`config.mk`:
```
export PLATFORM = sky130hd
export DESIGN_NAME = clint_timer_wb
export DESIGN_NICKNAME = d
export VERILOG_FILES = /design/src/rtl/clint_timer_wb.sv
export SDC_FILE = /design/constraint.sdc
export NUM_CORES = 1
export LEC_CHECK = 0
export ABC_AREA = 1
export ABC_CLOCK_PERIOD_IN_PS = 7900
export CAP_MARGIN = 25
export CORE_MARGIN = 3
export CORE_UTILIZATION = 42
export DETAILED_ROUTE_END_ITERATION = 12
export HOLD_SLACK_MARGIN = 0.15
export PLACE_DENSITY = 0.66
export SLEW_MARGIN = 25
export SYNTH_ARGS = -nofsm -noshare
export SYNTH_HDL_FRONTEND = slang
export SYNTH_SLANG_ARGS = --single-unit
export TNS_END_PERCENT = 5
```
`constraint.sdc`:
```
create_clock -name wb_clk_i -period 7.9 [get_ports wb_clk_i]
set_input_delay 1.185 -clock wb_clk_i [delete_from_list [all_inputs] [get_ports wb_clk_i]]
set_output_delay 1.185 -clock wb_clk_i [all_outputs]
set_load 0.005 [all_outputs]
```
`src/rtl/clint_timer_wb.sv`:
```
// Machine-timer block on Wishbone: a prescaled 64-bit mtime counter, NUM_CMP mtimecmp
// comparators with level interrupts, a shadow latch for atomic 64-bit reads, registered responses.
module clint_timer_wb #(
    parameter logic [31:0] BASE_ADR   = 32'h0000_2000,
    parameter int          NUM_CMP    = 2,
    parameter int          PRESCALE_W = 8
) (
    input  logic               wb_clk_i,
    input  logic               wb_rst_i,
    input  logic               wb_cyc_i,
    input  logic               wb_stb_i,
    input  logic               wb_we_i,
    input  logic [31:0]        wb_adr_i,
    input  logic [31:0]        wb_dat_i,
    input  logic [3:0]         wb_sel_i,
    output logic [31:0]        wb_dat_o,
    output logic               wb_ack_o,
    output logic               wb_err_o,
    output logic               wb_stall_o,
    output logic [NUM_CMP-1:0] mtip_o
);

    localparam logic [31:0] END_OFF = 32'(16 + 8 * NUM_CMP);

    logic [63:0]           mtime_q, mtime_d;
    logic [PRESCALE_W-1:0] pcnt_q, pcnt_d;
    logic [PRESCALE_W-1:0] prescale_q, prescale_d;
    logic                  en_q, en_d;
    logic [31:0]           shadow_q, shadow_d;
    logic [63:0]           cmp_q [NUM_CMP];
    logic [63:0]           cmp_d [NUM_CMP];
    logic                  ack_q, ack_d;
    logic                  err_q, err_d;
    logic [31:0]           dat_q, dat_d;

    logic [31:0] off;
    logic        accept;
    logic        bad;
    logic        wr;
    logic        rd;
    logic        tick;
    logic [31:0] rdata;
    logic [31:0] pre_w;

    function automatic logic [31:0] merge(input logic [31:0] old_v, input logic [31:0] new_v,
                                          input logic [3:0] sel);
        logic [31:0] r;
        r = old_v;
        for (int k = 0; k < 4; k++) begin
            if (sel[k]) r[8*k +: 8] = new_v[8*k +: 8];
        end
        return r;
    endfunction

    assign off    = wb_adr_i - BASE_ADR;
    assign accept = wb_cyc_i & wb_stb_i & ~ack_q & ~err_q;
    assign bad    = (wb_adr_i < BASE_ADR) | (wb_adr_i[1:0] != 2'b00) | (off >= END_OFF);
    assign wr     = accept & ~bad & wb_we_i;
    assign rd     = accept & ~bad & ~wb_we_i;

    // Read mux sees only registered state, so a read coincident with a tick returns pre-tick mtime.
    always_comb begin
        rdata = '0;
        case (off)
            32'h00:  rdata = mtime_q[31:0];
            32'h04:  rdata = shadow_q;
            32'h08:  rdata = {31'b0, en_q};
            32'h0C:  rdata = 32'(prescale_q);
            default: begin
                for (int n = 0; n < NUM_CMP; n++) begin
                    if (off == 32'(16 + 8 * n)) rdata = cmp_q[n][31:0];
                    if (off == 32'(20 + 8 * n)) rdata = cmp_q[n][63:32];
                end
            end
        endcase
    end

    always_comb begin
        mtime_d    = mtime_q;
        pcnt_d     = pcnt_q;
        prescale_d = prescale_q;
        en_d       = en_q;
        shadow_d   = shadow_q;
        cmp_d      = cmp_q;
        pre_w      = merge(32'(prescale_q), wb_dat_i, wb_sel_i);
        tick       = en_q && (pcnt_q == prescale_q);

        if (tick) begin
            pcnt_d  = '0;
            mtime_d = mtime_q + 64'd1;
        end else if (en_q) begin
            pcnt_d = pcnt_q + PRESCALE_W'(1);
        end

        if (rd && off == 32'h00) shadow_d = mtime_q[63:32];

        // A bus write to mtime overrides the increment, so that cycle never ticks.
        if (wr) begin
            case (off)
                32'h00: begin
                    mtime_d = {mtime_q[63:32], merge(mtime_q[31:0], wb_dat_i, wb_sel_i)};
                    pcnt_d  = '0;
                end
                32'h04: begin
                    mtime_d = {merge(mtime_q[63:32], wb_dat_i, wb_sel_i), mtime_q[31:0]};
                    pcnt_d  = '0;
                end
                32'h08: begin
                    if (wb_sel_i[0]) en_d = wb_dat_i[0];
                    pcnt_d = '0;
                end
                32'h0C: begin
                    prescale_d = pre_w[PRESCALE_W-1:0];
                    pcnt_d     = '0;
                end
                default: begin
                    for (int n = 0; n < NUM_CMP; n++) begin
                        if (off == 32'(16 + 8 * n))
                            cmp_d[n] = {cmp_q[n][63:32], merge(cmp_q[n][31:0], wb_dat_i, wb_sel_i)};
                        if (off == 32'(20 + 8 * n))
                            cmp_d[n] = {merge(cmp_q[n][63:32], wb_dat_i, wb_sel_i), cmp_q[n][31:0]};
                    end
                end
            endcase
        end

        ack_d = accept & ~bad;
        err_d = accept & bad;
        dat_d = rd ? rdata : '0;
    end

    always_ff @(posedge wb_clk_i or posedge wb_rst_i) begin
        if (wb_rst_i) begin
            mtime_q    <= '0;
            pcnt_q     <= '0;
            prescale_q <= '0;
            en_q       <= 1'b1;
            shadow_q   <= '0;
            for (int n = 0; n < NUM_CMP; n++) cmp_q[n] <= '1;
            ack_q      <= 1'b0;
            err_q      <= 1'b0;
            dat_q      <= '0;
        end else begin
            mtime_q    <= mtime_d;
            pcnt_q     <= pcnt_d;
            prescale_q <= prescale_d;
            en_q       <= en_d;
            shadow_q   <= shadow_d;
            cmp_q      <= cmp_d;
            ack_q      <= ack_d;
            err_q      <= err_d;
            dat_q      <= dat_d;
        end
    end

    for (genvar gi = 0; gi < NUM_CMP; gi++) begin : g_cmp
        assign mtip_o[gi] = (mtime_q >= cmp_q[gi]);
    end

    assign wb_dat_o   = dat_q;
    assign wb_ack_o   = ack_q;
    assign wb_err_o   = err_q;
    assign wb_stall_o = 1'b0;

endmodule

```
==> results.py <==
metrics = {
    "pwr": {
        "p_per_area_nw_per_um2": 142,
        "ir_drop_uv": 118,
        "swShare_pct": 23.8,
        "power_w": 0.00324,
        "clkPwrFrac_pct": 51.9,
        "internal_power_w": 0.00247,
        "power.leakage_nw": 10.1,
        "p_seq_share_pct": 43.5,
        "p_switching_w": 0.000772,
        "comb_power_share_pct": 4.6,
    },
    "sta": {
        "rsz0062_at_grt": "no",
        "slew_viol_final": 0,
        "max_freq_ghz": 0.189,
        "relSlewSlack_pct": 29.2,
        "period_share_pct": 67.1,
        "hold_viol": 0,
        "setup_viol": 0,
        "tns_ns": 0,
        "skew_ns": 0.0206,
        "worst_slew_pin_slew_ns": 1.06,
        "fin_crit_ns": 5.30,
    },
    "cells_and_area": {
        "layout-drive-gt1-share_pct": 8.92,
        "multi_input_area_um2": 11300,
        "seqCellArea_um2": 7040,
        "stdcell_count": 3679,
        "fillCellCount": 4733,
        "antenna_cells": 0,
        "areaGrowthSynthToFinish_pct": 13.7,
        "fin_util_pct": 48.8,
        "nets": 3250,
    },
    "status": {
        "outcome": "finished clean",
    },
    "floorplan": {
        "die_w_um": 225,
        "io_pins": 110,
        "dieArea_um2": 50600,
        "start_util_pct": 42.9,
        "die_y_um": 225,
        "coreArea_um2": 47000,
        "fp-row-count": 79,
    },
    "critical_path": {
        "worst-r2r-setup-slack_ns": 4.08,
        "cp.required_ns": 8.35,
        "timing.setup.critical_path_class": "in -> reg",
        "arrival_ns": 5.75,
        "startpoint_type": "input pin",
        "end_kind": "flop",
        "critPathMaxFanout": 21,
    },
    "routing": {
        "drt-wirelength-per-cell_um": 20.8,
        "wl_um": 76600,
        "drtAntennaViolNets": 0,
        "drc": 0,
        "num_vias": 20600,
        "vias_per_cell": 5.60,
        "dr.pass1.iters": 8,
        "drt_iter0_markers": 2434,
    },
    "clock_network": {
        "clock-sinks": 275,
        "post_cts_buffers": 0,
        "cts_tree": "yes",
        "htreeDepth": 2,
        "holdBufCountCts": 0,
        "worstSkewPairLatency_ns": 0.56,
        "cts_buffers": 35,
        "cts_buffer_depth": 3,
        "clk_pin_slew_worst_paths_ns": 0.06,
        "root_buffer": "clkbuf_16",
        "cts_resized": 0,
    },
    "synth": {
        "synth-edff-count": 0,
        "async_flop_share_pct": 100,
        "ys.flop_type": "dfrtp_1",
        "ys_seq_area_share_pct": 35.0,
        "ys_ff_latch": 275,
        "ys_types": 51,
        "yosys_warnings": 0,
        "avgSynthCellArea_um2": 6.77,
        "synthesis.area_um2": 20100,
        "synthCells": 2973,
        "synth_fp_nets": 3177,
    },
    "min_path": {
        "hold_class": "reg -> reg",
    },
    "grt": {
        "grt_pass1_vias": 19800,
        "grt_usage_pct": 30.1,
        "grt_pass1_wl_um": 117000,
        "grt_max_degree": 161,
        "grt_overflow": 0,
        "antenna_found_initial": 1,
    },
    "placement": {
        "hpwl_um": 58200,
        "gp_congestion": 1.01,
        "dp_cells": 3616,
        "io_buffer_count": 108,
    },
    "flow_run": {
        "cap_violations": 0,
    },
}
[state kept, by name (all words and copies together), names as in the netlist]
register,flops
wb_ack_o,1
cmp_q,128
mtime_q,64
pcnt_q,8
prescale_q,8
en_q,1
wb_dat_o,32
shadow_q,32
wb_err_o,1
[cell usage in the layout, fill, tap and decap left out, types with 108 or more instances in the layout]
cell             instances
dfrtp_1                146
dfstp_2                129
nor2_1                 330
o21ai_0                130
inv_1                  339
ha_1                   131
nand2_1                921
clkdlybuf4s50_1        108
a21oi_1                120
nand3_1                223
[cell usage after synthesis, drive strengths merged (3+ instances only)]
cell type | count | share of area, %
xnor2 | 4 | 0.17
buf | 58 | 1.8
nand3b | 6 | 0.22
ha | 131 | 8.1
nor2 | 347 | 6.8
inv | 353 | 6.6
a211oi | 14 | 0.52
a21oi | 120 | 3.0
o21ai | 218 | 5.4
o221ai | 3 | 0.13
nor4b | 4 | 0.17
o211ai | 12 | 0.45
o21bai | 4 | 0.15
nor3 | 63 | 1.6
nand2 | 939 | 18
o2111ai | 7 | 0.37
nand4 | 81 | 2.5
clkbuf | 35 | 0.66
dfstp | 129 | 17
dfrtp | 146 | 18
nand3 | 230 | 5.9
nor4 | 7 | 0.25
and3 | 5 | 0.16
xor2 | 35 | 1.5
[per-stage QoR]
step | area (um2) | setup slack, ns | hold WS (ns)
after floorplan | 20100 | 3.18 | 0.442
after global routing | 22900 | 2.23 | 0.496
final | 22900 | 2.60 | 0.474
after global placement | 21700 | 2.24 | 0.460
after CTS | 22900 | 2.62 | 0.476
after detailed placement | 21700 | 2.01 | 0.463
[critical path, stage by stage]
cell and delay, ns:
clkdlybuf4s50_1 0.42, inv_1 0.20, ha_1 0.35, nand2_2 0.14, nor2_2 0.21, nand2_1 0.09
nand2_1 0.11, nand2_1 0.06, nor2_1 0.09, nand2_1 0.07, nor2_2 0.41, nand4_2 0.30
nor2_4 0.63, nand2_1 0.80, nand2_1 0.34, inv_1 0.17, nand2_1 0.10, nand2_1 0.05
[layer usage]
metal / vias to the layer above / part of all wire [%] / GRT usage (%)
met5: - / 0.010 / 0
met4: 2 / 3.8 / 10.8
met3: 149 / 7.7 / 4.68
met2: 915 / 45 / 48.6
met1: 9741 / 43 / 41.2
li1: 9800 / - / -
[path summary, 6_finish.rpt]
kind,end,from,cells after the start
setup / recovery,mtime_q[38],wb_adr_i[13],18
max in group asynchronous,wb_dat_o[22],wb_rst_i,3
hold / removal,cmp_q[2],cmp_q[2],2
min in group asynchronous,wb_dat_o[3],wb_rst_i,2
setup reg to reg,mtime_q[36],mtime_q[1],13
hold reg to reg,cmp_q[2],cmp_q[2],2
[power by group through the flow]
stage               clock [W]  sequential, W  combinational [W]
floorplan                   0        0.00144          0.0000626
global placement            0        0.00144           0.000146
detailed placement          0        0.00144           0.000147
CTS                   0.00171        0.00141           0.000148
global route          0.00176        0.00141           0.000161
finish                0.00168        0.00141           0.000148
[kinds of logic after synthesis]
logic type	share of synthesized area, %
and+or+nand+nor	35.6
buffers and inverters	9.01
AOI/OAI and AO/OA	10.5
DFF	35.0
adders and majority gates	8.14
xor gates and xnor gates	1.70
other	0.0186
muxes	0.0497
[cell type report]
type / count / share of cell area (%)
timing repair buffer: 129 / 5.52
multi-input combinational: 2251 / 49.4
inverter: 354 / 5.82
sequential: 275 / 30.8
tap: 607 / 3.32
clock buffer: 50 / 4.52
clock inverter: 13 / 0.677
Note: power is estimated with default switching activity, not from simulation.
